`src/rtl/sump_cmd_ctrl_if.sv`:
```
// Byte reply channel from the SUMP command sequencer
// to the UART transmitter (valid/ready handshake).
interface sump_cmd_ctrl_if;
    logic [7:0] tx_data;
    logic       tx_valid;
    logic       tx_ready;

    modport master (
        output tx_data,
        output tx_valid,
        input  tx_ready
    );

    modport slave (
        input  tx_data,
        input  tx_valid,
        output tx_ready
    );
endinterface

```
`src/rtl/sump_cmd_ctrl.sv`:
```
// SUMP command decoder, config registers, run/soft-reset control and reply sequencer.
// Optional metadata reply (opcode 0x04) enabled by defining SUMP_METADATA_EN.
module sump_cmd_ctrl #(
    parameter int STAGES    = 4,
    parameter int CH_WIDTH  = 32,
    parameter int MEM_DEPTH = 4096
) (
    input  logic                         clk_i,
    input  logic                         rst_i,
    input  logic [39:0]                  cmd_i,
    input  logic                         cmd_stb_i,
    input  logic                         capture_done_i,
    sump_cmd_ctrl_if.master              tx,
    output logic [STAGES*CH_WIDTH-1:0]   trig_mask_o,
    output logic [STAGES*CH_WIDTH-1:0]   trig_val_o,
    output logic [STAGES*32-1:0]         trig_cfg_o,
    output logic [23:0]                  div_o,
    output logic [15:0]                  read_cnt_o,
    output logic [15:0]                  delay_cnt_o,
    output logic [31:0]                  flags_o,
    output logic                         run_o,
    output logic                         armed_o,
    output logic                         sreset_o
);

    typedef enum logic {IDLE, SEND} state_t;

    state_t      state_q, state_d;
    logic [3:0]  idx_q, idx_d;
    logic        meta_q, meta_d;
    logic        run_q, armed_q, sreset_q;

    logic [STAGES*CH_WIDTH-1:0] mask_q, val_q;
    logic [STAGES*32-1:0]       cfg_q;
    logic [23:0]                div_q;
    logic [15:0]                read_q, delay_q;
    logic [31:0]                flags_q;

    logic        is_long;
    logic [7:0]  op;
    logic [31:0] arg;
    logic [31:0] stg;
    logic        long_stb, short_stb;
    logic        wr_div, wr_cnt, wr_flg, wr_mask, wr_val, wr_cfg;
    logic        do_sreset, do_run, do_id, do_meta;
    logic [3:0]  last_idx;
    logic        accept;

    always_comb begin
        is_long   = cmd_i[39];
        op        = is_long ? cmd_i[7:0] : cmd_i[39:32];
        arg       = cmd_i[39:8];
        stg       = {30'd0, op[3:2]};
        long_stb  = cmd_stb_i && is_long;
        short_stb = cmd_stb_i && !is_long;
        wr_div    = long_stb && (op == 8'h80);
        wr_cnt    = long_stb && (op == 8'h81);
        wr_flg    = long_stb && (op == 8'h82);
        // Trigger writes: 0b1100_ssff, ff = mask/value/config
        wr_mask   = long_stb && (op[7:4] == 4'hC) && (op[1:0] == 2'd0) && (stg < STAGES);
        wr_val    = long_stb && (op[7:4] == 4'hC) && (op[1:0] == 2'd1) && (stg < STAGES);
        wr_cfg    = long_stb && (op[7:4] == 4'hC) && (op[1:0] == 2'd2) && (stg < STAGES);
        do_sreset = short_stb && (op == 8'h00);
        do_run    = short_stb && (op == 8'h01);
        do_id     = short_stb && (op == 8'h02);
`ifdef SUMP_METADATA_EN
        do_meta   = short_stb && (op == 8'h04);
`else
        do_meta   = 1'b0;
`endif
    end

    always_ff @(posedge clk_i) begin
        if (rst_i) begin
            mask_q  <= '0;
            val_q   <= '0;
            cfg_q   <= '0;
            div_q   <= '0;
            read_q  <= '0;
            delay_q <= '0;
            flags_q <= '0;
        end else begin
            unique case (1'b1)
                wr_div:  div_q <= arg[23:0];
                wr_cnt: begin
                    read_q  <= arg[15:0];
                    delay_q <= arg[31:16];
                end
                wr_flg:  flags_q <= arg;
                wr_mask: mask_q[stg*CH_WIDTH +: CH_WIDTH] <= arg[CH_WIDTH-1:0];
                wr_val:  val_q[stg*CH_WIDTH +: CH_WIDTH]  <= arg[CH_WIDTH-1:0];
                wr_cfg:  cfg_q[stg*32 +: 32]              <= arg;
                default: ;
            endcase
        end
    end

    always_ff @(posedge clk_i) begin
        if (rst_i) begin
            run_q    <= 1'b0;
            sreset_q <= 1'b0;
            armed_q  <= 1'b0;
        end else begin
            run_q    <= do_run;
            sreset_q <= do_sreset;
            // A run arriving with capture_done_i keeps the core armed
            if (do_run)
                armed_q <= 1'b1;
            else if (do_sreset || capture_done_i)
                armed_q <= 1'b0;
        end
    end

    assign last_idx = meta_q ? 4'd14 : 4'd3;
    assign accept   = tx.tx_valid && tx.tx_ready;

    always_comb begin
        state_d = state_q;
        idx_d   = idx_q;
        meta_d  = meta_q;
        unique case (state_q)
            IDLE: begin
                if (do_id || do_meta) begin
                    state_d = SEND;
                    idx_d   = 4'd0;
                    meta_d  = do_meta;
                end
            end
            SEND: begin
                if (accept) begin
                    if (idx_q == last_idx)
                        state_d = IDLE;
                    else
                        idx_d = idx_q + 4'd1;
                end
            end
            default: state_d = IDLE;
        endcase
        if (do_sreset) begin
            state_d = IDLE;
            idx_d   = 4'd0;
        end
    end

    always_ff @(posedge clk_i) begin
        if (rst_i) begin
            state_q <= IDLE;
            idx_q   <= 4'd0;
            meta_q  <= 1'b0;
        end else begin
            state_q <= state_d;
            idx_q   <= idx_d;
            meta_q  <= meta_d;
        end
    end

`ifdef SUMP_METADATA_EN
    localparam logic [31:0] MD  = MEM_DEPTH;
    localparam logic [31:0] CW  = CH_WIDTH;

    function automatic logic [7:0] meta_byte(input logic [3:0] i);
        case (i)
            4'd0:    meta_byte = 8'h01;
            4'd1:    meta_byte = 8'h4C;
            4'd2:    meta_byte = 8'h6F;
            4'd3:    meta_byte = 8'h67;
            4'd4:    meta_byte = 8'h49;
            4'd5:    meta_byte = 8'h50;
            4'd6:    meta_byte = 8'h00;
            4'd7:    meta_byte = 8'h21;
            4'd8:    meta_byte = MD[31:24];
            4'd9:    meta_byte = MD[23:16];
            4'd10:   meta_byte = MD[15:8];
            4'd11:   meta_byte = MD[7:0];
            4'd12:   meta_byte = 8'h40;
            4'd13:   meta_byte = CW[7:0];
            default: meta_byte = 8'h00;
        endcase
    endfunction
`endif

    function automatic logic [7:0] id_byte(input logic [3:0] i);
        case (i)
            4'd0:    id_byte = 8'h31;
            4'd1:    id_byte = 8'h41;
            4'd2:    id_byte = 8'h4C;
            default: id_byte = 8'h53;
        endcase
    endfunction

    always_comb begin
        tx.tx_valid = (state_q == SEND);
`ifdef SUMP_METADATA_EN
        tx.tx_data  = meta_q ? meta_byte(idx_q) : id_byte(idx_q);
`else
        tx.tx_data  = id_byte(idx_q);
`endif
    end

    assign trig_mask_o = mask_q;
    assign trig_val_o  = val_q;
    assign trig_cfg_o  = cfg_q;
    assign div_o       = div_q;
    assign read_cnt_o  = read_q;
    assign delay_cnt_o = delay_q;
    assign flags_o     = flags_q;
    assign run_o       = run_q;
    assign armed_o     = armed_q;
    assign sreset_o    = sreset_q;

endmodule
```
`src/flat_wrapper.sv`:
```
// flat-port wrapper written by rule: the top's interface ports become plain ports
module sump_cmd_ctrl_flat 
#(
    parameter int STAGES    = 4,
    parameter int CH_WIDTH  = 32,
    parameter int MEM_DEPTH = 4096
)
  (clk_i, rst_i, cmd_i, cmd_stb_i, capture_done_i, trig_mask_o, trig_val_o, trig_cfg_o, div_o, read_cnt_o, delay_cnt_o, flags_o, run_o, armed_o, sreset_o, tx_tx_data, tx_tx_valid, tx_tx_ready);
  sump_cmd_ctrl_if tx_i ();
  input  logic clk_i;
  input  logic rst_i;
  input  logic [39:0] cmd_i;
  input  logic cmd_stb_i;
  input  logic capture_done_i;
  output logic [STAGES*CH_WIDTH-1:0] trig_mask_o;
  output logic [STAGES*CH_WIDTH-1:0] trig_val_o;
  output logic [STAGES*32-1:0] trig_cfg_o;
  output logic [23:0] div_o;
  output logic [15:0] read_cnt_o;
  output logic [15:0] delay_cnt_o;
  output logic [31:0] flags_o;
  output logic run_o;
  output logic armed_o;
  output logic sreset_o;
  output wire logic [$bits(tx_i.tx_data)-1:0] tx_tx_data;
  output wire logic [$bits(tx_i.tx_valid)-1:0] tx_tx_valid;
  input wire logic [$bits(tx_i.tx_ready)-1:0] tx_tx_ready;
  assign tx_tx_data = tx_i.tx_data;
  assign tx_tx_valid = tx_i.tx_valid;
  assign tx_i.tx_ready = tx_tx_ready;
  sump_cmd_ctrl #(.STAGES(STAGES), .CH_WIDTH(CH_WIDTH), .MEM_DEPTH(MEM_DEPTH)) u_core (.clk_i(clk_i), .rst_i(rst_i), .cmd_i(cmd_i), .cmd_stb_i(cmd_stb_i), .capture_done_i(capture_done_i), .tx(tx_i), .trig_mask_o(trig_mask_o), .trig_val_o(trig_val_o), .trig_cfg_o(trig_cfg_o), .div_o(div_o), .read_cnt_o(read_cnt_o), .delay_cnt_o(delay_cnt_o), .flags_o(flags_o), .run_o(run_o), .armed_o(armed_o), .sreset_o(sreset_o));
endmodule
```
`config.mk`:
```
export PLATFORM = sky130hd
export DESIGN_NAME = sump_cmd_ctrl_flat
export DESIGN_NICKNAME = d
export VERILOG_FILES = /design/src/rtl/sump_cmd_ctrl_if.sv /design/src/rtl/sump_cmd_ctrl.sv /design/src/flat_wrapper.sv
export SDC_FILE = /design/constraint.sdc
export NUM_CORES = 1
export LEC_CHECK = 0
export ABC_AREA = 1
export BUFFER_PORTS_ARGS = -buffer_cell sky130_fd_sc_hd__buf_4
export CAP_MARGIN = 20
export CORE_MARGIN = 2
export CORE_UTILIZATION = 46
export CTS_CLUSTER_DIAMETER = 200
export CTS_CLUSTER_SIZE = 14
export DETAILED_ROUTE_END_ITERATION = 10
export GPL_TIMING_DRIVEN = 0
export PLACE_DENSITY = 0.75
export SLEW_MARGIN = 10
export SYNTH_ARGS = -nofsm -noshare
export SYNTH_HDL_FRONTEND = slang
export SYNTH_SLANG_ARGS = --single-unit
```
`constraint.sdc`:
```
create_clock -name clk_i -period 3.44 [get_ports clk_i]
set_input_delay 0.516 -clock clk_i [delete_from_list [all_inputs] [get_ports clk_i]]
set_output_delay 0.516 -clock clk_i [all_outputs]
set_load 0.05 [all_outputs]
```
### Word level (Yosys, flattened, before mapping)

Cells that the tools add are included.

* register bits after elaboration: 480
* bits in latches: 0
* RAM bits: 0
* memory bits (read-only): 0
* output and inout port bits: 484
* memories kept: 0

* add/sub/neg operators: 2
* $mul: 0
* divide/modulo/power cells: 0
* order comparisons: 0
* equal/unequal tests: 14
* shifts and indexed selects: 2
* muxes and demuxes: 15
* bitwise gates (word level): 1
* reductions and logical operators: 21

Operators with widths (number)
* 128-bit bitwise mux: 3
* 32-bit by 34-bit variable shift with 128-bit output (first input constant): 1
* 32-bit by 34-bit indexed part select with 128-bit output: 1
* 7-bit negation with 34-bit output: 1
* 8-bit equality test (second input constant): 3
* 7-bit case mux with 3 select lines: 1
* 1-bit logical AND: 13
* 4-bit two-way mux: 3
* 4-bit by 2-bit equality test with 1-bit output (second input constant): 2
* 8-bit by 1-bit equality test with 1-bit output (second input constant): 1
* 8-bit by 2-bit equality test with 1-bit output (second input constant): 1
* 8-bit logical NOT: 1
* 8-bit two-way mux: 1
* 4-bit case mux with 2 select lines: 1
* 1-bit two-way mux: 5
* 4-bit by 1-bit adder with 4-bit output (second input constant): 1
* 4-bit by 1-bit equality test with 1-bit output (second input constant): 1
* 4-bit equality test (second input constant): 1
* 4-bit logical NOT: 1
* 2-bit != test (second input constant): 2
* 3-bit AND reduction: 1
* 2-bit by 1-bit equality test with 1-bit output (second input constant): 1
* 2-bit equality test (second input constant): 1
* 2-bit logical NOT: 1
* 7 further kinds: 7

### Logic depth before layout (Yosys ltp)

* depth after elaboration: 6
* depth in mapped cells: 17
* gate-level depth less buffers: 13

### Least setup slack after synthesis

Ideal clock, no wire load.

* kind: input-to-reg
* from: input port cmd_i[39]
* to: register u_core.cfg_q[121], in the netlist u_core.trig_cfg_o[121]
* library setup time: 0.117 ns
* arrival: 2.515 ns
* required time: 3.323 ns
* path slack: 0.808 ns
* cell stages on the path: 13
* cells stage by stage: buf_4 nand2_1 o21ai_0 inv_1 buf_2 buf_2 ha_1 clkbuf_1 clkbuf_1 clkbuf_1 nand3_1 nand2_1 nor2_1

* cells in the longest elaborated chain, start to end: 4
* elaborated cells on any way between the ends: 10
* classes of those cells: 1 x add/sub; 2 x eq/ne; 2 x shift; 2 x mux; 3 x reduce/logical

Ends and longest elaborated chain
* start, declared: line flat_wrapper.sv:12 `input logic [39:0] cmd_i;`
* 8-bit two-way mux: line sump_cmd_ctrl.sv:51 `op = is_long ? cmd_i[7:0] : cmd_i[39:32];`
* 7-bit negation with 34-bit output or 4-bit equality test (tied branches): line sump_cmd_ctrl.sv:92, sump_cmd_ctrl.sv:62
* 32-bit by 34-bit indexed part select with 128-bit output (tied with other cells): line sump_cmd_ctrl.sv:92 `wr_cfg: cfg_q[stg*32 +: 32] <= arg;`
* 128-bit bitwise mux or 1-bit logical AND (tied branches): line sump_cmd_ctrl.sv:92, sump_cmd_ctrl.sv:62
* end signal, assigned by index: line sump_cmd_ctrl.sv:92
* end, declared: line sump_cmd_ctrl.sv:34 `logic [STAGES*32-1:0] cfg_q;`

Parallel ways exist; a longest one is shown, timed or not.
A chain may end at the register's enable or synchronous reset.

### Final worst setup path

* from: input port cmd_i[39]
* to: register u_core.val_q[25], in the netlist u_core.trig_val_o[25]

* cells in the longest elaborated chain, start to end: 4
* elaborated cells on any way between the ends: 10
* classes of those cells: 1 x add/sub; 2 x eq/ne; 2 x shift; 2 x mux; 3 x reduce/logical

Ends and longest elaborated chain
* 8-bit two-way mux: line sump_cmd_ctrl.sv:51
* 7-bit negation with 34-bit output or 4-bit equality test (tied branches): line sump_cmd_ctrl.sv:91, sump_cmd_ctrl.sv:61
* 32-bit by 34-bit indexed part select with 128-bit output (tied with other cells): line sump_cmd_ctrl.sv:91 `wr_val: val_q[stg*CH_WIDTH +: CH_WIDTH] <= arg[CH_WIDTH-1:0];`
* 128-bit bitwise mux or 1-bit logical AND (tied branches): line sump_cmd_ctrl.sv:91, sump_cmd_ctrl.sv:61
* end signal, assigned by index: line sump_cmd_ctrl.sv:91
* end, declared: line sump_cmd_ctrl.sv:33 `logic [STAGES*CH_WIDTH-1:0] mask_q, val_q;`

Parallel ways exist; a longest one is shown, timed or not.

==> impl_metrics.yaml <==
setup_path:
  r2r.worst_path.cells: 7
  cp-start-kind: "input port"
  regToRegSetupSlack_ns: 2.01
  cp.required_ns: 3.96
  critical_path_arrival_ns: 3.93
  critPathLaunch: "cmd_i[39]"
  worstPathMaxFanout: 12
  timing.rr.start: "u_core.idx_q[0]"
  rr_endpoint: "u_core.idx_q[3]"
  criticalPathCategory: "input port to register"
  critPathCaptureType: "register"
power_and_ir_drop:
  leakage_nw: 13.72
  ir_drop_uv: 394.6
  p_per_area_nw_per_um2: 405.0
placed_design:
  place.gp.congestion: 0.9176
  dp.cells: 4186
  port_buffers: 527
  place_hpwl_um: 64810
clocking:
  cts_max_path_buffers: 3
  cts_made_buffers: 40
  insertion_delay_ns: 0.56
  cts_root_buf: "clkbuf_16"
  clock-sinks: 480
  cts_resized: 0
  path_clk_slew_ns: 0.07
  htreeDepth: 2
  hold_buffers: 0
  tritoncts: "done"
  postCtsSetupRepairBufs: 0
hold_path:
  worstHoldPathCells: 2
  worstHoldPathType: "input port to register"
  worstHoldEndpoint: "u_core.sreset_o"
  hold_path_startpoint: "rst_i"
routing:
  drt_iter0_markers: 2287
  wl_per_cell_um: 19.75
  wirelength_um: 83520
  first_pass_iters: 6
  antenna_left: 0
  via_per_inst: 5.182
  drcViolationCount: 0
  vias: 21910
global_routing:
  antenna_found_initial: 0
  grt_overflow: 0
  grt_pass1_vias: 20230
  grt_pass1_wl_um: 122400
  groute.usage.overall: 0.3471
  grt_max_degree: 15
layout:
  nNetsFinal: 3690
  stdcell_count: 4228
  final_common_cell: "nor2_1"
  syn_to_final_growth_pct: 27.95
  fillerInstances: 4318
  antenna_cells: 0
  drive_gt1_frac: 0.1862
  layout_common_cells: "nor2_1, nand2_1, buf_4"
sta:
  layout_min_cycle_time_ns: 3.411
  finalCritPeriodShare: 0.9915
  slew_violations: 0
  skew_ns: 0.003811
  slew_headroom: 0.3122
  worst_slew_pin_slew_ns: 1.032
  fmax_mhz: 293.2
  setup_viol: 0
  hold_viol_final: 0
  rsz0062_at_grt: "yes"
  fin_setup_tns_ns: 0
synthesis:
  syn-instance-count: 3066
  synth.avg_cell_area_um2: 6.711
  synth_seq_cells: 480
  syn-cell-area_um2: 20580
  syn_nets: 3120
  synthDistinctLibCells: 33
  yosysSeqAreaShare: 0.4670
  synth.yosys.warnings: 0
floorplanning:
  die-area_um2: 46440
  core_um2: 44220
  start_util: 0.4653
  ios: 529
  fp-row-count: 77
  die_h_um: 215.5
  die_x_um: 215.5
outcome:
  status: "finished clean"
flow_run:
  max_cap_violations: 0
cell families after synthesis:
group                    Yosys count  synth area share
adder cells (fa/ha/maj)            9          0.005473
AND/OR/NAND/NOR                 1741            0.3453
AO/OA/AOI/OAI                    323           0.07856
XOR/XNOR                           2         0.0008514
flip-flops                       480            0.4670
buffers and inverters            510            0.1027
other                              1         0.0001822
stage by stage:
step | area, µm² | setup slack (ns) | hold slack (ns) | utilization | power (mW)
2_1_floorplan | 20580 | 0.8084 | 0.5416 | - | 6.201
3_3_place_gp | 25270 | -0.2942 | 0.4529 | 0.5715 | 6.578
3_5_place_dp | 25290 | -0.3567 | 0.4690 | 0.5718 | 6.580
4_1_cts | 26320 | 0.2383 | 0.1226 | 0.5953 | 10.64
5_1_grt | 26330 | -0.03791 | 0.1393 | 0.5954 | 10.93
6_report | 26330 | 0.02921 | 0.1459 | 0.5954 | 10.66
worst max path at each step:
stage / end / slack [ns] / cells past startpoint
3_5_place_dp: u_core.trig_cfg_o[23] / -0.36 / 13
4_1_cts: u_core.trig_val_o[23] / 0.24 / 13
3_3_place_gp: u_core.trig_cfg_o[21] / -0.29 / 13
2_1_floorplan: u_core.trig_cfg_o[121] / 0.81 / 13
6_report: u_core.trig_val_o[25] / 0.03 / 13
5_1_grt: u_core.trig_cfg_o[25] / -0.04 / 13
area by class of cell:
type / instances / area, µm² / share of cell area
Clock buffer: 41 / 1026 / 0.03897
Buffer: 229 / 1059 / 0.04021
Inverter: 281 / 1055 / 0.04006
Sequential cell: 480 / 9609 / 0.3650
Tap cell: 592 / 740.7 / 0.02813
Timing Repair Buffer: 528 / 3968 / 0.1507
Multi-Input combinational cell: 2076 / 8860 / 0.3365
Clock inverter: 1 / 11.26 / 0.0004277
cells in the mapped netlist (all sizes together):
master	count	area share
buf	122	0.032
nor2	758	0.14
o21ai	92	0.022
nand3b	3	0.0013
clkbuf	107	0.020
nand4	22	0.0067
ha	9	0.0055
xnor2	1	0.00043
and2	1	0.00030
or2	2	0.00061
nor4	2	0.00061
a21oi	231	0.056
nand2	624	0.11
nand3	294	0.072
dfxtp	480	0.47
conb	1	0.00018
nor3	35	0.0085
clkinv	1	0.00018
xor2	1	0.00043
inv	280	0.051
report_power, final:
group	internal, mW	switching, mW
clock	2.11	2.07
combinational	0.183	0.736
sequential	5.56	0.00533
critical path, stage by stage:
cell	delay, ns
buf_4	0.12
buf_4	0.18
o21ai_0	0.21
buf_2	0.28
buf_2	0.31
ha_1	0.19
clkbuf_1	0.19
inv_1	0.12
nor2_1	0.41
clkinv_1	0.38
nor3_1	0.74
nor2_1	0.13
nor2_1	0.13
state kept, by name (all words and copies together), names as in the netlist:
name / cells
u_core.trig_mask_o: 128
u_core.trig_val_o: 128
u_core.armed_o: 1
u_core.idx_q: 4
u_core.read_cnt_o: 16
u_core.tx.tx_valid: 1
u_core.sreset_o: 1
u_core.run_o: 1
u_core.trig_cfg_o: 128
u_core.delay_cnt_o: 16
u_core.flags_o: 32
u_core.div_o: 24
routing by layer:
layer	wire, µm	track usage
met1	32180	0.4123
met3	8120	0.09119
met4	4374	0.1713
met5	91	0.01667
met2	38750	0.5801
(Power assumes the default switching activity.)
